**src/rtl/alu_iter_pkg.sv**
```systemverilog
// Shared op-code encoding, FSM state encoding and LUI constants for alu_iter_exec.
// Op codes match the ALU control decoder output.
package alu_iter_pkg;
    localparam logic [3:0] ALU_ADD = 4'b0000;
    localparam logic [3:0] ALU_SUB = 4'b0001;
    localparam logic [3:0] ALU_OR  = 4'b0010;
    localparam logic [3:0] ALU_SLL = 4'b0011;
    localparam logic [3:0] ALU_SRL = 4'b0100;
    localparam logic [3:0] ALU_LUI = 4'b0101;

    localparam int LUI_SHIFT = 12;

    typedef enum logic [1:0] {
        IDLE  = 2'd0,
        SHIFT = 2'd1,
        DONE  = 2'd2
    } state_t;
endpackage

```
**src/rtl/alu_iter_shifter.sv**
```systemverilog
// One-bit-per-cycle shift register with shamt down-counter; shifted_o is the value after this cycle's shift.
// Latency: load then N enable cycles; last_o flags the cycle performing the final shift. No backpressure.
module alu_iter_shifter #(
    parameter int DATA_WIDTH  = 32,
    parameter int SHAMT_WIDTH = $clog2(DATA_WIDTH)
) (
    input  logic                   clk,
    input  logic                   reset,
    input  logic                   load_i,
    input  logic                   en_i,
    input  logic                   dir_left_i,
    input  logic [DATA_WIDTH-1:0]  data_i,
    input  logic [SHAMT_WIDTH-1:0] shamt_i,
    output logic [DATA_WIDTH-1:0]  shifted_o,
    output logic                   last_o
);
    logic [DATA_WIDTH-1:0]  sr_q;
    logic [SHAMT_WIDTH-1:0] cnt_q;
    logic                   left_q;

    assign shifted_o = left_q ? (sr_q << 1) : (sr_q >> 1);
    assign last_o    = (cnt_q == SHAMT_WIDTH'(1));

    always_ff @(posedge clk or negedge reset) begin
        if (!reset) begin
            sr_q   <= '0;
            cnt_q  <= '0;
            left_q <= 1'b0;
        end else if (load_i) begin
            sr_q   <= data_i;
            cnt_q  <= shamt_i;
            left_q <= dir_left_i;
        end else if (en_i) begin
            sr_q   <= shifted_o;
            cnt_q  <= cnt_q - SHAMT_WIDTH'(1);
        end
    end
endmodule

```
**src/rtl/alu_iter_exec.sv**
```systemverilog
// Multicycle ALU with start/ready/done handshake; non-shift ops finish with done_o at accept+1, shifts at accept+N+1.
// start_i is ignored while busy (no queueing). ALU_ITER_FAST_SHIFT_EN makes shifts single-pass like other ops.
module alu_iter_exec
    import alu_iter_pkg::*;
#(
    parameter int DATA_WIDTH  = 32,
    parameter int SHAMT_WIDTH = $clog2(DATA_WIDTH)
) (
    input  logic                  clk,
    input  logic                  reset,
    input  logic                  start_i,
    output logic                  ready_o,
    input  logic [3:0]            ALU_Operation_i,
    input  logic [DATA_WIDTH-1:0] A_i,
    input  logic [DATA_WIDTH-1:0] B_i,
    output logic [DATA_WIDTH-1:0] ALU_Result_o,
    output logic                  Zero_o,
    output logic                  done_o
);
    state_t                 state_q;
    logic                   ready_q;
    logic                   done_q;
    logic                   zero_q;
    logic [DATA_WIDTH-1:0]  result_q;

    logic [SHAMT_WIDTH-1:0] shamt;
    logic [31:0]            lui_word;
    logic [DATA_WIDTH-1:0]  lui_ext;
    logic [DATA_WIDTH-1:0]  imm_result;
    logic                   go_shift;
    logic [DATA_WIDTH-1:0]  shift_val;
    logic                   shift_last;
    logic                   accept;

    assign shamt    = B_i[SHAMT_WIDTH-1:0];
    assign lui_word = B_i[31:0] << LUI_SHIFT;
    assign lui_ext  = DATA_WIDTH'($signed(lui_word));
    assign accept   = (state_q == IDLE) && start_i;

    always_comb begin
        imm_result = '0;
        case (ALU_Operation_i)
            ALU_ADD: imm_result = A_i + B_i;
            ALU_SUB: imm_result = A_i - B_i;
            ALU_OR:  imm_result = A_i | B_i;
            ALU_LUI: imm_result = lui_ext;
`ifdef ALU_ITER_FAST_SHIFT_EN
            ALU_SLL: imm_result = A_i << shamt;
            ALU_SRL: imm_result = A_i >> shamt;
`else
            // Only reaches the result register when shamt is zero.
            ALU_SLL, ALU_SRL: imm_result = A_i;
`endif
            default: imm_result = '0;
        endcase
    end

`ifdef ALU_ITER_FAST_SHIFT_EN
    assign go_shift   = 1'b0;
    assign shift_val  = '0;
    assign shift_last = 1'b0;
`else
    assign go_shift = ((ALU_Operation_i == ALU_SLL) || (ALU_Operation_i == ALU_SRL))
                      && (shamt != '0);

    alu_iter_shifter #(
        .DATA_WIDTH  (DATA_WIDTH),
        .SHAMT_WIDTH (SHAMT_WIDTH)
    ) u_shifter (
        .clk        (clk),
        .reset      (reset),
        .load_i     (accept && go_shift),
        .en_i       (state_q == SHIFT),
        .dir_left_i (ALU_Operation_i == ALU_SLL),
        .data_i     (A_i),
        .shamt_i    (shamt),
        .shifted_o  (shift_val),
        .last_o     (shift_last)
    );
`endif

    always_ff @(posedge clk or negedge reset) begin
        if (!reset) begin
            state_q  <= IDLE;
            ready_q  <= 1'b1;
            done_q   <= 1'b0;
            result_q <= '0;
            zero_q   <= 1'b1;
        end else begin
            case (state_q)
                IDLE: begin
                    if (start_i) begin
                        ready_q <= 1'b0;
                        if (go_shift) begin
                            state_q <= SHIFT;
                        end else begin
                            state_q  <= DONE;
                            done_q   <= 1'b1;
                            result_q <= imm_result;
                            zero_q   <= (imm_result == '0);
                        end
                    end
                end
                SHIFT: begin
                    if (shift_last) begin
                        state_q  <= DONE;
                        done_q   <= 1'b1;
                        result_q <= shift_val;
                        zero_q   <= (shift_val == '0);
                    end
                end
                DONE: begin
                    state_q <= IDLE;
                    done_q  <= 1'b0;
                    ready_q <= 1'b1;
                end
                default: begin
                    state_q <= IDLE;
                    done_q  <= 1'b0;
                    ready_q <= 1'b1;
                end
            endcase
        end
    end

    assign ready_o      = ready_q;
    assign done_o       = done_q;
    assign ALU_Result_o = result_q;
    assign Zero_o       = zero_q;
endmodule

```
**config.mk**
```make
export PLATFORM = sky130hd
export DESIGN_NAME = alu_iter_exec
export DESIGN_NICKNAME = d
export VERILOG_FILES = /design/src/rtl/alu_iter_pkg.sv /design/src/rtl/alu_iter_shifter.sv /design/src/rtl/alu_iter_exec.sv
export SDC_FILE = /design/constraint.sdc
export NUM_CORES = 1
export LEC_CHECK = 0
export CORE_ASPECT_RATIO = 2
export CORE_MARGIN = 3
export CORE_UTILIZATION = 30
export CTS_CLUSTER_SIZE = 24
export DETAILED_ROUTE_END_ITERATION = 7
export GPL_TIMING_DRIVEN = 0
export PLACE_DENSITY = 0.53
export REMOVE_ABC_BUFFERS = 1
export SYNTH_ARGS = -nofsm -noshare
export SYNTH_HDL_FRONTEND = slang
export SYNTH_SLANG_ARGS = --single-unit
```
**constraint.sdc**
```tcl
create_clock -name clk -period 4.35 [get_ports clk]
set_clock_uncertainty 0.2 [all_clocks]
set_input_delay 1.0875 -clock clk [delete_from_list [all_inputs] [get_ports clk]]
set_output_delay 1.0875 -clock clk [all_outputs]
set_load 0.01 [all_outputs]
```
==> results of run 1 <==
cell type report:
type                    instances  area, µm²
inverters                      21      78.83
flip-flops and latches         75       1881
multi-input cells             788       6076
well taps                     283      354.1
fillers                      2316      12820
clock buffers                  11      252.7
clock inverters                 5      58.81
repair buffers                195       1904
cell usage after synthesis (5+ instances only):
library cell / number / area, µm²
a211oi_1: 39 / 292.8
a21o_1: 22 / 165.2
a21oi_1: 83 / 415.4
a221o_1: 5 / 50.05
a221oi_1: 6 / 52.55
a31oi_1: 9 / 56.30
and2_1: 6 / 37.54
and3_1: 11 / 68.82
clkbuf_1: 50 / 187.7
dfrtp_1: 73 / 1827
ha_1: 36 / 450.4
inv_1: 21 / 78.83
mux2i_1: 11 / 110.1
nand2_1: 110 / 412.9
nand2b_1: 10 / 62.56
nand3_1: 21 / 105.1
nand4_1: 11 / 68.82
nor2_1: 78 / 292.8
nor2b_1: 27 / 168.9
nor3_1: 21 / 105.1
nor4_1: 12 / 75.07
o21a_1: 8 / 60.06
o21ai_0: 73 / 365.4
o22ai_1: 5 / 31.28
o31ai_1: 49 / 367.9
or3_1: 12 / 75.07
or4_1: 5 / 37.54
xnor2_1: 18 / 157.7
xor2_1: 23 / 201.4
how the worst max path moves through the flow:
stage	from	to	slack, ns	cells after the start
after floorplan	B_i[0]	u_shifter.sr_q[15]$_DFFE_PN0P_	-2.86	6
after global placement	state_q[1]$_DFFE_PN0P_	Zero_o$_DFFE_PN1P_	-6.94	8
after detailed placement	B_i[2]	Zero_o$_DFFE_PN1P_	-2.83	18
after CTS	B_i[5]	Zero_o$_DFFE_PN1P_	-1.12	18
after global routing	B_i[5]	Zero_o$_DFFE_PN1P_	-1.24	19
final	B_i[5]	Zero_o$_DFFE_PN1P_	-1.12	19
worst max-delay path, stage by stage:
cell	delay, ns
buf_12	0.11
nor4_4	0.29
or4b_4	0.52
buf_12	0.15
nor4_4	0.28
nand2_1	0.15
o31ai_2	0.24
xor2_1	0.18
ha_2	0.32
and2_4	0.18
a21o_1	0.20
a221oi_4	0.33
o21a_1	0.24
a21boi_2	0.10
o21ai_1	0.15
or3b_4	0.40
nor4bb_2	0.27
nand3_1	0.19
o21ai_2	0.15
per-layer routing:
metal | track usage (%) | vias up
met5 | 0 | -
met4 | 17.23 | 0
met3 | 2.446 | 117
met2 | 40.94 | 338
met1 | 25.49 | 3968
li1 | - | 3807
power by group:
group	switching [mW]	internal (mW)
sequential	0.350	1.04
combinational	1.14	1.08
clock	0.296	0.477
total	1.79	2.60
cells by family after synthesis:
kind of cell    after synthesis  share of synthesized area (%)
xor+xnor                     42                          5.200
mux                          15                          2.149
flops                        75                          26.04
buf+inv                      80                          4.490
fa+ha+maj                    37                          6.518
simple gates                351                          24.53
compound gates              343                          31.08
per-stage QoR:
| step | setup TNS [ns] | instances | instance area (µm²) | setup slack, ns |
|---|---|---|---|---|
| CTS | -13.62 | 1342 | 9893 | -1.124 |
| floorplan | -162.88 | 884 | 6973 | -2.857 |
| global route | -17.08 | 1378 | 10610 | -1.235 |
| global placement | -483.90 | 1272 | 8378 | -6.941 |
| detailed placement | -56.25 | 1290 | 8687 | -2.827 |
| finish | -14.65 | 1378 | 10610 | -1.117 |
repair_timing:
item / in CTS / in global routing
endpoints found under the setup margin: 32 / 27
gates resized for setup: 175 / 100
setup buffers: 36 / 38
cloned: 0 / 0
hold buffers: 0 / 0
pin swaps: 50 / 60
sequential cells by signal, indices dropped and copies added, names as in the netlist:
signal / count
Zero_o: 1
state_q: 2
u_shifter.sr_q: 32
ALU_Result_o: 32
ready_o: 1
done_o: 1
u_shifter.left_q: 1
u_shifter.cnt_q: 5
==> out/metrics.yaml, run 1 <==
logic_synthesis:
  syn_area_um2: 7218
  synth.distinct_cells: 77
  ys_seq_area_share_pct: 26.04
  yosys_warnings: 0
  async_reset_ff_share_pct: 100.0
  synth_ff_type: "dfrtp_1"
  syn_inst: 943
  synth_edf_count: 0
  syn_avg_cell_area_um2: 7.654
  synth-seq-cells: 75
outcome:
  violations: "negative setup slack"
  status: "finished, violations left"
detailed_routing:
  drt_iter0_drc: 613
  top_layer: "met4"
  ant_nets: 0
  routed_via_density: 5.972
  met3_wirelength_um: 1402
  met1Wirelength_um: 11250
  dr.pass1.iters: 5
  wl_met2_um: 15740
  vias: 8230
  wirelength_um: 31370
  wire_per_inst_um: 22.76
  remaining_drc_errors: 0
timing:
  whs_ns: 0.2735
  rsz0062_at_grt: "true"
  clock.fmax_ghz: 0.1829
  drv_slew: 0
  fin_ws_ns: -1.117
  slew_headroom_pct: 16.71
  fin_crit_sh_pct: 125.7
  final.min_clock_period_ns: 5.467
  hold_violations: 0
  tightest_slew_ns: 1.249
  setup_viol: 22
clock_network:
  htreeDepth: 3
  clkTransAtPathRegs_ns: 0.06
  cts-root-buf: "clkbuf_16"
  cts_buffers: 9
  clockBufferDepth: 2
  cts_tree: "yes"
  clkLatencyLatePin_ns: 0.33
  cts.sinks: 75
job:
  cap_violations: 0
worst_setup_path:
  critPathMaxFanout: 4
  timing.rr.end: "Zero_o$_DFFE_PN1P_"
  endpoint_kind: "flip-flop"
  r2r-start: "state_q[1]$_DFFE_PN0P_"
  critical_path_class: "input port to flip-flop"
  crit_required_ns: 4.42
  worstPathArrival_ns: 5.53
  cp-start-kind: "input port"
  r2r_cells: 6
  rrSetupSlack_ns: 1.09
placement:
  numPortBuffers: 105
  hpwlAfterDp_um: 23880
  finalWeightedCongestion: 0.9517
worst_hold_path:
  holdCritStartpoint: "ALU_Result_o[11]$_DFFE_PN0P_"
  min_to: "ALU_Result_o[11]$_DFFE_PN0P_"
  hold_class: "flip-flop to flip-flop"
  min_path_cells: 2
floorplanning:
  rows: 79
  core_area_um2: 23430
  initial_core_util_pct: 30.81
  ios: 106
  die_width_um: 115.7
  die_area_um2: 26070
  die_y_um: 225.4
global_route:
  grt_pass1_wl_um: 46550
  antenna_found_initial: 0
  first_global_vias: 8148
  grt_max_degree: 50
  grt_usage_pct: 23.40
  grt_overflow: 0
pwr:
  power_mw: 4.392
  p_leak_nw: 4.109
  vdd_drop_max_mv: 0.2435
  power_density_nw_per_um2: 414.1
finish:
  final_util_pct: 45.27
  drive_gt1_share_pct: 26.03
  num_antenna_cells: 0
  final_common_cell: "nand2_1"
  layout_common_cells: "nand2_1, clkdlybuf4s50_1, nor2_1"
  finalNetCount: 1198
  syn_to_final_growth_pct: 46.92
Note: power is estimated with default switching activity, not from simulation.
==> run 2: changes to the inputs <==
--- a/config.mk
+++ b/config.mk
@@ -6,7 +6,7 @@
 export NUM_CORES = 1
 export LEC_CHECK = 0
 export CORE_ASPECT_RATIO = 2
-export CORE_MARGIN = 3
+export CORE_MARGIN = 4
 export CORE_UTILIZATION = 30
 export CTS_CLUSTER_SIZE = 24
 export DETAILED_ROUTE_END_ITERATION = 7
==> run 2 against run 1 <==
Effect of this change:
- the run still ends with negative setup slack left
- sequential share of layout area shrank 0.10 points
- routed wire length grew 2.9%
- worst hold slack better by 0.00060 ns
- power is 0.11% higher
- clock power is 2.8% lower
- critical path type unchanged
- highest routed layer unchanged
==> out/metrics.yaml, run 2 (synthesized netlist as in run 1, its figures left out) <==
outcome:
  status: "finished, violations left"
  violations: "negative setup slack"
pwr:
  vdd_drop_max_mv: 0.2415
  p_leak_nw: 4.145
  power_mw: 4.397
  power_density_nw_per_um2: 412.2
finish:
  finalNetCount: 1199
  fillerInstances: 2418
  multiInputGateArea_um2: 6145
  final_util_pct: 44.77
  num_antenna_cells: 0
  final_common_cell: "nand2_1"
  layout_common_cells: "nand2_1, clkdlybuf4s50_1, dfrtp_1"
  syn_to_final_growth_pct: 47.75
  drive_gt1_share_pct: 27.19
  fin_cells: 1383
  seq_area_um2: 1881
timing:
  slew_headroom_pct: 13.81
  clock.fmax_ghz: 0.1838
  final.min_clock_period_ns: 5.440
  drv_slew: 0
  hold_violations: 0
  fin_ws_ns: -1.090
  whs_ns: 0.2741
  setup_viol: 23
  tightest_slew_ns: 1.293
  rsz0062_at_grt: "true"
  fin_crit_sh_pct: 125.1
worst_setup_path:
  crit_top_cell: "nor4_4"
  cp-start-kind: "input port"
  crit_required_ns: 4.42
  cp_top_family: "simple AND/OR/NAND/NOR gates"
  critPathMaxFanout: 12
  endpoint_kind: "flip-flop"
  crit_path_top_delay_cell: "or4b_4"
  critical_path_class: "input port to flip-flop"
  worstPathArrival_ns: 5.51
  critPathBufInv: 3
  worstPathCellList: "buf_12, nor4_4, or4b_4, buf_6, nor4_4, buf_4, a21oi_1, xnor2_1, ha_4, a21oi_4, o21ai_1, a21oi_2, a311oi_2, or3_4, a31oi_4, nor4b_2, nor4bb_4, nand3_2, o21ai_2"
  max_stage_delay_ns: 0.52
clock_network:
  cts-root-buf: "clkbuf_16"
  clkTransAtPathRegs_ns: 0.06
  holdBufCountCts: 0
  htreeDepth: 3
  clockBufferDepth: 2
  cts_tree: "yes"
  cts.sinks: 75
  cts_buffers: 9
  clkLatencyLatePin_ns: 0.34
global_route:
  grt_max_degree: 59
  grt_pass1_wl_um: 48140
  grt_overflow: 0
  grt_usage_pct: 23.22
  first_global_vias: 8318
  antenna_found_initial: 0
placement:
  numPortBuffers: 105
  hpwlAfterDp_um: 24440
  pre_cts_slack_ns: -2.852
  dp_cells: 1296
  finalWeightedCongestion: 0.9385
floorplanning:
  rows: 80
  initial_core_util_pct: 30.30
  die_area_um2: 26760
  die_width_um: 117.7
  core_area_um2: 23820
  die_y_um: 227.4
  ios: 106
detailed_routing:
  vias: 8236
  dr.pass1.iters: 5
  drt_iter0_drc: 531
  wirelength_um: 32290
  remaining_drc_errors: 0
  routed_via_density: 5.955
  ant_nets: 0
  wire_per_inst_um: 23.35
worst_hold_path:
  hold_class: "flip-flop to flip-flop"
job:
  cap_violations: 0
## run 2: cell types whose count changed in the layout (fill, tap and decap cells not counted), sizes merged
| cell | change |
|---|---|
| dlymetal6s2s | +3 |
| clkbuf | -2 |
| clkdlybuf4s15 | -1 |
| clkinv | +1 |
| clkinvlp | +1 |
| dlygate4sd2 | -1 |
| inv | -1 |
| nand2 | +1 |
## run 2: worst paths after layout
| path | from | end | slack, ns | cells after the start |
|---|---|---|---|---|
| worst max-delay path | B_i[3] | Zero_o$_DFFE_PN1P_ | -1.09 | 19 |
| worst min-delay path | ALU_Result_o[1]$_DFFE_PN0P_ | ALU_Result_o[1]$_DFFE_PN0P_ | 0.27 | 2 |
| worst max register to register | state_q[1]$_DFFE_PN0P_ | Zero_o$_DFFE_PN1P_ | 0.87 | 10 |
| worst min register to register | ALU_Result_o[1]$_DFFE_PN0P_ | ALU_Result_o[1]$_DFFE_PN0P_ | 0.27 | 2 |
| max in group asynchronous | reset | ready_o$_DFFE_PN1P_ | 2.79 | 2 |
| min in group asynchronous | reset | ALU_Result_o[11]$_DFFE_PN0P_ | 0.52 | 1 |
## run 2: layout make-up
type,count,share of cell area [%]
Multi-Input combinational cell,789,57.61
Clock inverter,6,0.6218
Inverter,21,0.7391
Tap cell,287,3.367
Sequential cell,75,17.63
Clock buffer,10,2.147
Timing Repair Buffer,195,17.88
## run 2: metrics by stage
| stage | setup TNS (ns) | instance area, µm² |
|---|---|---|
| 2_1_floorplan | -162.88 | 6973 |
| 3_3_place_gp | -487.25 | 8383 |
| 3_5_place_dp | -55.85 | 8700 |
| 4_1_cts | -15.07 | 9995 |
| 5_1_grt | -17.66 | 10670 |
| 6_report | -14.92 | 10670 |
## run 2: report_power, final
group	total, mW	switching, mW	internal [mW]	leakage (nW)
clock	0.751	0.307	0.444	0.135
sequential	1.37	0.325	1.04	0.916
combinational	2.28	1.18	1.10	3.09
## run 2: tightest hold or removal path, cell delays in order, from the launching register on
cell and delay [ns]:
dfrtp_1 0.34, nand2_1 0.04, o21ai_0 0.05
## run 2: per-layer routing
metal / global-route usage (%) / vias to the layer above / wire (µm)
li1: - / 3812 / -
met1: 24.11 / 3974 / 11660
met3: 3.133 / 120 / 1292
met4: 17.88 / 0 / 2873
met5: 0 / - / 0
met2: 42.21 / 330 / 16470
## run 2: timing repair
item	CTS	global route
cloned	1	0
setup buffers	37	35
setup endpoints to repair	30	27
resized for setup	191	106
pin swaps	59	70
